===== src/rtl/onehot_pkg.sv =====
// rtl/onehot_pkg.sv - shared state encoding and pattern helpers for the one-hot button debouncer
package onehot_pkg;

  localparam logic [1:0] ST_IDLE    = 2'd0;
  localparam logic [1:0] ST_SETTLE  = 2'd1;
  localparam logic [1:0] ST_PRESSED = 2'd2;

  typedef enum logic [1:0] {
    S_IDLE    = ST_IDLE,
    S_SETTLE  = ST_SETTLE,
    S_PRESSED = ST_PRESSED
  } state_t;

  function automatic logic is_onehot4(input logic [3:0] v);
    return (v != 4'd0) && ((v & (v - 4'd1)) == 4'd0);
  endfunction

  function automatic logic [2:0] popcount4(input logic [3:0] v);
    return {2'b00, v[0]} + {2'b00, v[1]} + {2'b00, v[2]} + {2'b00, v[3]};
  endfunction

endpackage


===== src/rtl/sync2.sv =====
// rtl/sync2.sv - two-flop synchroniser with asynchronous active-high reset
module sync2 #(
  parameter int WIDTH = 1
) (
  input  logic             clk,
  input  logic             rst,
  input  logic [WIDTH-1:0] d,
  output logic [WIDTH-1:0] q
);

  logic [WIDTH-1:0] s1;

  always_ff @(posedge clk or posedge rst) begin
    if (rst) begin
      s1 <= '0;
      q  <= '0;
    end else begin
      s1 <= d;
      q  <= s1;
    end
  end

endmodule


===== src/rtl/onehot_debouncer.sv =====
// rtl/onehot_debouncer.sv - debounces four raw buttons into a registered one-hot code for the 4-to-2 encoder
module onehot_debouncer
  import onehot_pkg::*;
#(
  parameter int DEBOUNCE_CYCLES = 4,
  parameter int CNT_W           = 16
) (
  input  logic       clk,
  input  logic       rst,
  input  logic [3:0] btn,
  output logic       Y0,
  output logic       Y1,
  output logic       Y2,
  output logic       Y3,
  output logic       valid,
  output logic       multi
);

  localparam logic [CNT_W-1:0] CNT_LAST = CNT_W'(DEBOUNCE_CYCLES - 1);
  localparam logic [CNT_W-1:0] CNT_ONE  = CNT_W'(1);

  logic [3:0]       p;
  state_t           state, state_nxt;
  logic [3:0]       cand, cand_nxt;
  logic [3:0]       y, y_nxt;
  logic [CNT_W-1:0] cnt, cnt_nxt;
  logic             valid_nxt;
  logic             multi_nxt;

  sync2 #(.WIDTH(4)) u_sync (
    .clk (clk),
    .rst (rst),
    .d   (btn),
    .q   (p)
  );

  always_ff @(posedge clk or posedge rst) begin
    if (rst) begin
      state <= S_IDLE;
      cand  <= 4'd0;
      y     <= 4'd0;
      cnt   <= '0;
      valid <= 1'b0;
      multi <= 1'b0;
    end else begin
      state <= state_nxt;
      cand  <= cand_nxt;
      y     <= y_nxt;
      cnt   <= cnt_nxt;
      valid <= valid_nxt;
      multi <= multi_nxt;
    end
  end

  // multi only reflects patterns observed while no press is being held
  always_comb begin
    state_nxt = state;
    cand_nxt  = cand;
    y_nxt     = y;
    cnt_nxt   = cnt;
    valid_nxt = 1'b0;
    multi_nxt = 1'b0;
    case (state)
      S_IDLE: begin
        if (is_onehot4(p)) begin
          cand_nxt  = p;
          cnt_nxt   = CNT_ONE;
          state_nxt = S_SETTLE;
        end else begin
          multi_nxt = (popcount4(p) > 3'd1);
        end
      end
      S_SETTLE: begin
        if (p != cand) begin
          cnt_nxt   = '0;
          state_nxt = S_IDLE;
          multi_nxt = (popcount4(p) > 3'd1);
        end else if (cnt == CNT_LAST) begin
          y_nxt     = cand;
          valid_nxt = 1'b1;
          cnt_nxt   = '0;
          state_nxt = S_PRESSED;
        end else begin
          cnt_nxt = cnt + CNT_ONE;
        end
      end
      S_PRESSED: begin
        // any non-zero sample, including a second button, restarts the release count
        if (p == 4'd0) begin
          if (cnt == CNT_LAST) begin
            y_nxt     = 4'd0;
            cnt_nxt   = '0;
            state_nxt = S_IDLE;
          end else begin
            cnt_nxt = cnt + CNT_ONE;
          end
        end else begin
          cnt_nxt = '0;
        end
      end
      default: begin
        y_nxt     = 4'd0;
        cnt_nxt   = '0;
        state_nxt = S_IDLE;
      end
    endcase
  end

  assign Y0 = y[0];
  assign Y1 = y[1];
  assign Y2 = y[2];
  assign Y3 = y[3];

endmodule


===== config.mk =====
export PLATFORM = sky130hd
export DESIGN_NAME = onehot_debouncer
export DESIGN_NICKNAME = d
export VERILOG_FILES = /design/src/rtl/onehot_pkg.sv /design/src/rtl/sync2.sv /design/src/rtl/onehot_debouncer.sv
export SDC_FILE = /design/constraint.sdc
export NUM_CORES = 1
export LEC_CHECK = 0
export BUFFER_PORTS_ARGS = -buffer_cell sky130_fd_sc_hd__clkbuf_2
export CAP_MARGIN = 5
export CORE_ASPECT_RATIO = 1.2
export CORE_MARGIN = 5
export CORE_UTILIZATION = 30
export CTS_CLUSTER_SIZE = 8
export DETAILED_ROUTE_END_ITERATION = 12
export PLACE_DENSITY_LB_ADDON = 0.25
export SYNTH_ARGS = -nofsm -noshare
export SYNTH_HDL_FRONTEND = slang
export SYNTH_SLANG_ARGS = --single-unit

===== constraint.sdc =====
create_clock -name clk -period 3 [get_ports clk]
set_input_delay 0.3 -clock clk [delete_from_list [all_inputs] [get_ports clk]]
set_output_delay 0.3 -clock clk [all_outputs]
set_load 0.01 [all_outputs]

# Word-level counts from Yosys, hierarchy flattened

Cells that the tools add are included.

Add/subtract/negate cells: 5
Magnitude comparators: 1
Equality and inequality tests: 10
Multiplexer cells: 22
Bitwise gates (word level): 2
Reduce and logical (&&, ||, !) cells: 8

Operators with widths:

| operator                                           | number |
|---|---|
| two-way mux 16 bit                                 | 4 |
| one-hot mux 16 bit (3 select lines)                | 1 |
| adder 16 x 1 -> 16 bit, second input constant      | 1 |
| == test 16 x 2 -> 1 bit, second input constant     | 1 |
| two-way mux 4 bit                                  | 4 |
| one-hot mux 4 bit (3 select lines)                 | 1 |
| two-way mux 2 bit                                  | 5 |
| inequality test 2 bit, second input constant       | 5 |
| logical NOT 4 bit                                  | 2 |
| one-hot mux 2 bit (3 select lines)                 | 1 |
| two-way mux 1 bit                                  | 5 |
| AND reduction 5 bit                                | 1 |
| bitwise AND 4 bit                                  | 1 |
| inequality test 4 bit                              | 1 |
| AND reduction 4 bit                                | 1 |
| nonzero test 4 bit                                 | 1 |
| subtractor 4 x 1 -> 4 bit, second input constant   | 1 |
| adder 2 x 1 -> 3 bit                               | 1 |
| adder 3 x 1 -> 3 bit                               | 1 |
| > comparator 3 x 1 -> 1 bit, second input constant | 1 |
| inequality test 3 bit, second input constant       | 1 |
| adder 1 x 1 -> 2 bit                               | 1 |
| == test 2 x 1 -> 1 bit, second input constant      | 1 |
| == test 2 bit, second input constant               | 1 |
| 5 further kinds                                    | 5 |

Register bits after elaboration: 36
Bits of input ports: 6
Output and inout port bits: 6
Word-level logic and storage cells: 56

# Longest topological paths before layout

Gate-level depths: netlist (run 1).

Depth after elaboration: 6
Gate-level depth with buffers: 8
Gate-level depth less buffers: 7

# By module

Synthesis (run 1) repeated with hierarchy kept, for this count alone.

Cell total of the unflattened synthesis: 166
Area, all modules: 1775.5 sq um

Modules (own cells, without submodules):

| module           | instances | cells an instance | area an instance (sq um) | seq. area each (sq um) |
|---|---|---|---|---|
| onehot_debouncer | 1         | 157               | 1571.5                   | 700.7 |
| sync2            | 1         | 9                 | 203.9                    | 200.2 |

# Worst setup path before layout (run 1)

OpenSTA, ideal clock, no wires.

Kind: register to register
Start: register u_sync.q[0]
End: register cnt[14]
Library setup time: 0.133 ns
Arrival time: 1.894 ns
Slack: 0.973 ns
Stages on the path, launching flop included: 9
Clock period less this slack: 2.027 ns
Path through: dfrtp_1 > inv_1 > ha_1 > nor3b_1 > o41a_1 > buf_6 > nor4_4 > xnor2_1 > nor2_2

Cells in the longest elaborated chain, start to end: 5
Elaborated cells between the ends (all ways): 11
Those cells by class: add/sub (1); eq/ne (2); mux (3); bitwise (1); reduce/logical (4)

Ends and longest elaborated chain:

| what                                   | RTL line               | RTL |
|---|---|---|
| from (decl)                            | sync2.sv:8             | `output logic [WIDTH-1:0] q` |
| from (signal assigned)                 | sync2.sv:16            | `q <= '0;` |
| from (signal assigned)                 | sync2.sv:19            | `q <= s1;` |
| subtractor 4 x 1 -> 4 bit              | onehot_pkg.sv:15       | `return (v != 4'd0) && ((v & (v - 4'd1)) == 4'd0);` |
| bitwise AND 4 bit                      | onehot_pkg.sv:15       |  |
| logical NOT 4 bit                      | onehot_pkg.sv:15       |  |
| logical AND 1 bit                      | onehot_pkg.sv:15       |  |
| inequality test 2 bit (no source line) | n/a                    |  |
| to (signal assigned)                   | onehot_debouncer.sv:49 | `cnt <= cnt_nxt;` |
| to (decl)                              | onehot_debouncer.sv:26 | `logic [CNT_W-1:0] cnt, cnt_nxt;` |

Parallel ways exist; a longest one is shown, timed or not.
A chain may end at the register's enable or synchronous reset.

# Worst setup path in the final report (run 1)

Start: register u_sync.q[1]
End: register cnt[4]

Same word-level chain as after synthesis.

==> run_results.csv, run 1 <==
group,metric,value,unit
sta,fmax,0.411,GHz
die,initial_core_util,30.7,%
outcome,run_status,"complete, no violations",
clock_network,clock_path_buffers,2,
yosys,synth-seq-area-share,48.8,%
place,place_area,0.00198,mm2
drt,drt_iter0_drc,60,
clock_network,clkTransAtPathRegs,0.08,ns
place,hpwl,2630,um
power,worst_ir_drop_vdd,0.000234,V
grt,antenna_found_initial,0,
yosys,syn-num-nets,180,
die,io_pins,12,
worst_hold_path,min_path_type,"in2async",
setup_path,end_kind,"register",
power,intPower,732,uW
power,swShare,28.8,%
grt,grt_first_pass_wirelength,6570,um
layout,diodes,0,
power,total_power,1.03,mW
die,die_x,81.6,um
clock_network,clock_sinks,36,
clock_network,post-cts-setup-buffers,0,
drt,drt_pass1_iterations,4,
clock_network,cts-htree-levels,2,
sta,rsz0062_at_grt,"false",
setup_path,r2r_cells,6,
sta,finalCritPeriodShare,81.2,%
power,seq_power_share,53.1,%
yosys,synth.distinct_cells,40,
drt,totalWireLength,3670,um
setup_path,worst_ep_required_time,3.22,ns
setup_path,arrival,2.65,ns
grt,grt_max_degree,21,
power,clkPwrFrac,33.4,%
sta,tns,0,ns
layout,drive_gt1_share,15.2,%
die,dieHeight,95.9,um
power,power_density,497,mW/mm2
die,core_area,0.00601,mm2
clock_network,cts_tree,"yes",
drt,drtAntennaViolNets,0,
drt,drc,0,
clock_network,ctsResizeCount,0,
clock_network,numCtsBuffers,5,
sta,drv_slew,0,
drt,route.vias.total,1296,
layout,num-nets-final,194,
yosys,syn_area,0.00184,mm2
clock_network,cts_root_buf,"clkbuf_8",
yosys,ys_ff_latch,36,
flow_run,cap_violations,0,
power,comb_power_share,13.5,%
grt,grt_pass1_vias,1306,
power,total_leakage_power,0.894,nW
die,rows,31,
sta,max_slew.worst_pin.slew,0.686,ns
yosys,synth_cells,169,
sta,finalWorstSetupSlack,0.565,ns
clock_network,hold_buffers,0,
sta,setup_viol,0,
setup_path,startpoint_type,"register",
sta,slew_headroom,54.2,%
layout,area_growth,12.1,%
setup_path,worstSetupPathType,"reg2reg",
drt,post_drt_wl_per_cell,13.8,um
sta,fin_skew,0.00959,ns
yosys,yosys_warnings,0,
place,place_congestion,0.778,
clock_network,clock_latency,0.29,ns
sta,hold_viol,0,
place,post-place-ws,0.557,ns
layout,fin_area,0.00207,mm2
power,p_sw,296,uW
layout,utilization,34.4,%
grt,grt_use_total,11.0,%
grt,grt_overflow,0,
sta,post-route-min-period,2.43,ns
drt,avgViaCountPerCell,4.87,
die,dieArea,0.00782,mm2
yosys,avgSynthCellArea,10.9,um2
place,port_buffers,11,
setup_path,path_max_fanout,10,
-- critical path, stage by stage (launching register included) --
cell     delay, ns
dfrtp_1       0.45
inv_1         0.13
ha_1          0.16
nor3b_1       0.58
o41a_1        0.62
a31oi_2       0.22
a21oi_1       0.21
-- synth_stat cells --
cell	count	area, um2
a211oi_1	2	15.0
a21o_1	3	22.5
a21oi_1	5	25.0
a22o_1	5	43.8
a31oi_1	1	6.26
a31oi_2	1	12.5
and3_1	4	25.0
and4_1	2	17.5
buf_6	1	11.3
clkbuf_1	4	15.0
dfrtp_1	36	901
fa_1	1	20.0
ha_1	4	50.1
inv_1	4	15.0
mux2_2	2	22.5
mux2i_1	1	10.0
nand2_1	12	45.0
nand2b_1	2	12.5
nand3_1	6	30.0
nand3b_1	2	15.0
nand4_1	6	37.5
nand4bb_1	1	11.3
nor2_1	12	45.0
nor2_2	1	6.26
nor2b_1	3	18.8
nor3_1	4	20.0
nor3b_1	3	22.5
nor4_1	6	37.5
nor4_2	1	12.5
nor4_4	3	63.8
nor4b_1	2	17.5
o211ai_1	1	7.51
o21ai_0	10	50.1
o31a_1	1	8.76
o41a_1	1	11.3
o41ai_2	1	16.3
o41ai_4	1	27.5
or3_1	3	18.8
xnor2_1	6	52.6
xor2_1	5	43.8
-- cells by family (layout without fill, tap and decap cells) --
group,after synthesis,in the layout,synth area share (%)
compound gates,32,32,13.4
xor+xnor,11,11,5.22
fa+ha+maj,5,5,3.80
buf+inv,9,24,2.24
flops,36,36,48.8
mux,3,3,1.76
simple gates,73,73,24.8
-- final timing paths --
| path | start | endpoint | slack [ns] |
|---|---|---|---|
| worst max-delay path | u_sync.q[1] | cnt[4] | 0.57 |
| worst min-delay path | rst | cnt[15] | 0.06 |
| worst max register to register | u_sync.q[1] | cnt[4] | 0.57 |
| worst min register to register | u_sync.s1[1] | u_sync.q[1] | 0.35 |
| max in group asynchronous | rst | cnt[3] | 2.23 |
| min in group clk | btn[0] | u_sync.s1[0] | 0.11 |
-- final cells by class --
| cell class | count | area, um2 |
|---|---|---|
| Clock buffer | 7 | 76.3 |
| Clock inverter | 1 | 8.76 |
| Fill cell | 621 | 3940 |
| Inverter | 4 | 15.0 |
| Multi-Input combinational cell | 124 | 902 |
| Sequential cell | 36 | 901 |
| Tap cell | 82 | 103 |
| Timing Repair Buffer | 12 | 62.6 |
-- state kept, by name, summed over array words and instances, names as in the netlist --
register	cells
cnt	16
cand	4
u_sync.q	4
u_sync.s1	4
y	4
state	2
multi	1
valid	1
-- power groups by stage --
stage / Combinational, mW / Clock, mW / Sequential (mW)
finish: 0.138 / 0.343 / 0.546
global placement: 0.143 / 0 / 0.555
detailed placement: 0.142 / 0 / 0.554
floorplan: 0.115 / 0 / 0.546
global route: 0.158 / 0.371 / 0.551
CTS: 0.141 / 0.354 / 0.545
-- layout by cell type, fill, tap and decap left out, types with 4 or more instances in the layout --
| master | instances |
|---|---|
| dfrtp_1 | 36 |
| nor2_1 | 12 |
| nand2_1 | 12 |
| clkbuf_2 | 11 |
| o21ai_0 | 10 |
| nor4_1 | 6 |
| nand4_1 | 6 |
| nand3_1 | 6 |
| xnor2_1 | 6 |
| xor2_1 | 5 |
| a22o_1 | 5 |
| a21oi_1 | 5 |
| clkbuf_8 | 5 |
| nor3_1 | 4 |
| and3_1 | 4 |
| inv_1 | 4 |
| ha_1 | 4 |
-- per-layer routing --
| metal | part of all wire, % | global-route usage [%] |
|---|---|---|
| met1 | 49 | 15.4 |
| met2 | 46 | 16.2 |
| met3 | 2.5 | 2.34 |
| met4 | 2.1 | 4.57 |
| met5 | 0 | 0 |
-- per-stage QoR --
step	cells	hold slack, ns
2_1_floorplan	169	0.331
3_3_place_gp	258	0.332
3_5_place_dp	258	0.335
4_1_cts	266	0.0795
5_1_grt	266	0.0994
6_report	266	0.0580
No activity file was read; power rests on OpenSTA's default activity.
==> run 2: changes to the inputs <==
--- a/config.mk
+++ b/config.mk
@@ -5,6 +5,7 @@
 export SDC_FILE = /design/constraint.sdc
 export NUM_CORES = 1
 export LEC_CHECK = 0
+export ABC_AREA = 1
 export BUFFER_PORTS_ARGS = -buffer_cell sky130_fd_sc_hd__clkbuf_2
 export CAP_MARGIN = 5
 export CORE_ASPECT_RATIO = 1.2
==> constraint.sdc (replaced) <==
create_clock -name clk -period 1.95 [get_ports clk]
set_input_delay 0.195 -clock clk [delete_from_list [all_inputs] [get_ports clk]]
set_output_delay 0.195 -clock clk [all_outputs]
set_load 0.01 [all_outputs]
==> run 2 against run 1 <==
Effect of this change: the run now ends with hold timing left; sequential power grew 52%; combinational power grew 120%; flip-flop and latch count is the same; maximum frequency grew 42%; final cell count grew 61%; clock power grew 61%; routed wire length grew 59%; sequential share of layout area shrank 9.7 points; area after synthesis grew 26%; clock-buffer cell count grew 1; critical path type unchanged.
==> run_results.csv, run 2 <==
group,metric,value,unit
power,worst_ir_drop_vdd,0.000376,V
yosys,synth.distinct_cells,29,
yosys,synth_top_area_share,38.7,%
grt,antenna_found_initial,0,
layout,largest_reg_flops,16,
sta,hold_viol,24,
die,dieHeight,106,um
outcome,run_status,"finished with violations",
setup_path,r2r-start,"u_sync.q[1]",
setup_path,r2r_cells,9,
drt,avgViaCountPerCell,4.89,
clock_network,cts_root_buf,"clkbuf_8",
grt,grt_first_pass_wirelength,10200,um
sta,timing.hold.ws,-0.0163,ns
place,port_buffers,11,
grt,grt_pass1_vias,2098,
yosys,async_flop_share,100,%
grt,grt_max_degree,37,
layout,drive_gt1_share,18.8,%
yosys,syn_area,0.00233,mm2
drt,drc,0,
sta,finalCritPeriodShare,87.8,%
yosys,synth_area_leaders,"dfrtp_1 39%, nand2_1 11%, nand3_1 10%, nand4_1 6.5%, nand3_2 6.0%",
place,place_congestion,0.822,
drt,route.vias.total,2089,
setup_path,startpoint_type,"register",
die,rows,35,
grt,grtUsageMet1,15.9,%
place,post-place-ws,0.163,ns
drt,drtAntennaViolNets,0,
grt,grt_overflow,0,
layout,fillCellCount,819,
grt,use_met2,22.9,%
yosys,synth_commonest_cells,"67 x nand2_1, 48 x nand3_1, 36 x dfrtp_1",
yosys,yosys_most_used_dff,"dfrtp_1",
power,total_power,1.68,mW
layout,diodes,0,
die,die_x,90.4,um
power,power_density,632,mW/mm2
setup_path,worst_ep_required_time,2.17,ns
clock_network,clock_path_buffers,2,
setup_path,end_kind,"register",
clock_network,cts-htree-levels,2,
yosys,synth-seq-area-share,38.7,%
clock_network,clock_sinks,36,
grt,grt_busiest_layer,"met2",
setup_path,worstSetupPathType,"reg2reg",
power,total_leakage_power,1.37,nW
die,core_area,0.00762,mm2
sta,fin_skew,0.00847,ns
grt,globalRouteMet3Util,2.34,%
yosys,yosys.area.top_type,"dfrtp_1",
setup_path,arrival,1.93,ns
worst_hold_path,min_path_type,"in2async",
clock_network,cts_tree,"yes",
drt,drt_pass1_iterations,4,
die,dieArea,0.00963,mm2
sta,finalWorstSetupSlack,0.237,ns
clock_network,clkTransAtPathRegs,0.07,ns
layout,final_cell_mix,"67 x nand2_1, 48 x nand3_1, 36 x dfrtp_1, 32 x inv_1, 28 x nor2_1",
yosys,ys_ff_latch,36,
layout,area_growth,14.4,%
yosys,synth_edf_count,0,
setup_path,path_max_fanout,16,
yosys,yosys_warnings,0,
sta,fmax,0.584,GHz
sta,max_slew.worst_pin.slew,0.472,ns
outcome,violations,"hold timing",
place,hpwl,4450,um
flow_run,cap_violations,0,
grt,grt_use_total,13.0,%
yosys,synth_cells,310,
drt,totalWireLength,5820,um
drt,post_drt_wl_per_cell,13.6,um
yosys,avgSynthCellArea,7.51,um2
sta,setup_viol,0,
die,initial_core_util,30.5,%
setup_path,r2r_setup_slack,0.24,ns
sta,rsz0062_at_grt,"false",
sta,tns,0,ns
drt,drt_iter0_drc,134,
yosys,synth_most_common_cell,"nand2_1",
layout,layout_commonest_cell,"nand2_1",
sta,drv_slew,0,
layout,largest-register,"cnt",
clock_network,numCtsBuffers,5,
clock_network,clock_latency,0.29,ns
yosys,syn-num-nets,321,
die,io_pins,12,
layout,num-nets-final,345,
sta,slew_headroom,68.5,%
setup_path,reg2reg_to,"state[1]",
sta,post-route-min-period,1.71,ns
[run 2: cell types whose count changed in the layout (fill, tap and decap cells not counted), sizes merged, moves of 8 or more]
cell,change
buf,+10
inv,+36
nand2,+57
nand3,+56
nand4,+18
nor2,+23
nor4,-8
[run 2: where the power goes]
group | total, mW | leakage, nW | switching, mW | internal [mW]
clock | 0.553 | 0.0455 | 0.264 | 0.288
combinational | 0.298 | 0.852 | 0.192 | 0.105
sequential | 0.831 | 0.471 | 0.0384 | 0.793
total | 1.68 | 1.37 | 0.495 | 1.19
[run 2: cells by family (layout without fill, tap and decap cells)]
family	count (synthesis)	after routing	synth area share, %
AOI/OAI and AO/OA	13	13	3.28
xor gates and xnor gates	8	8	3.01
adders and majority gates	5	5	3.01
buffers and inverters	52	77	9.30
DFF	36	36	38.7
and+or+nand+nor	196	196	42.7
[run 2: worst max-delay path: stages, from the launching register on]
cell and delay [ns]:
dfrtp_1 0.45, inv_2 0.09, ha_1 0.21, nand2_4 0.09
inv_4 0.08, nor3_4 0.19, nand2_4 0.20, nand2_1 0.14
nand2_1 0.06, a21oi_1 0.11
[run 2: layout make-up]
class                      count  area (um2)  share of cell area, %
clock buffer                   8        90.1                   3.38
inverter                      43         164                   6.16
multi-input combinational    222        1210                   45.6
sequential                    36         901                   33.8
tap                           92         115                   4.32
timing repair buffer          26         178                   6.67
[run 2: repair_timing]
action / in CTS / in global routing
endpoints found under the hold margin: 4 / 0
buffers inserted: 0 / 0
endpoints found under the setup margin: 0 / 1
gates resized for setup: 0 / 1
hold buffers: 4 / 0
[run 2: stage by stage]
| step | util (%) | instance area, um2 | std cells | hold slack (ns) |
|---|---|---|---|---|
| 2_1_floorplan | - | 2330 | 310 | 0.226 |
| 3_3_place_gp | 33.2 | 2530 | 415 | 0.304 |
| 3_5_place_dp | 33.2 | 2530 | 415 | 0.305 |
| 4_1_cts | 34.9 | 2660 | 427 | 0.00193 |
| 5_1_grt | 34.9 | 2660 | 427 | 0.0282 |
| 6_report | 34.9 | 2660 | 427 | -0.0163 |
[run 2: how the worst max path moves through the flow]
stage | slack (ns) | to | start | cells after the start
after floorplan | 0.41 | cnt[5] | u_sync.q[0] | 9
after global placement | 0.21 | state[1] | u_sync.q[1] | 9
after detailed placement | 0.16 | state[1] | u_sync.q[1] | 9
after CTS | 0.12 | state[1] | u_sync.q[1] | 9
after global routing | 0.07 | state[1] | u_sync.q[1] | 9
final | 0.24 | state[1] | u_sync.q[1] | 9
[run 2: per-layer routing]
| layer | up-vias | routed length, um |
|---|---|---|
| met4 | 0 | 113 |
| met2 | 38 | 2950 |
| met3 | 11 | 207 |
| met5 | - | 0 |
| li1 | 1066 | - |
| met1 | 974 | 2550 |
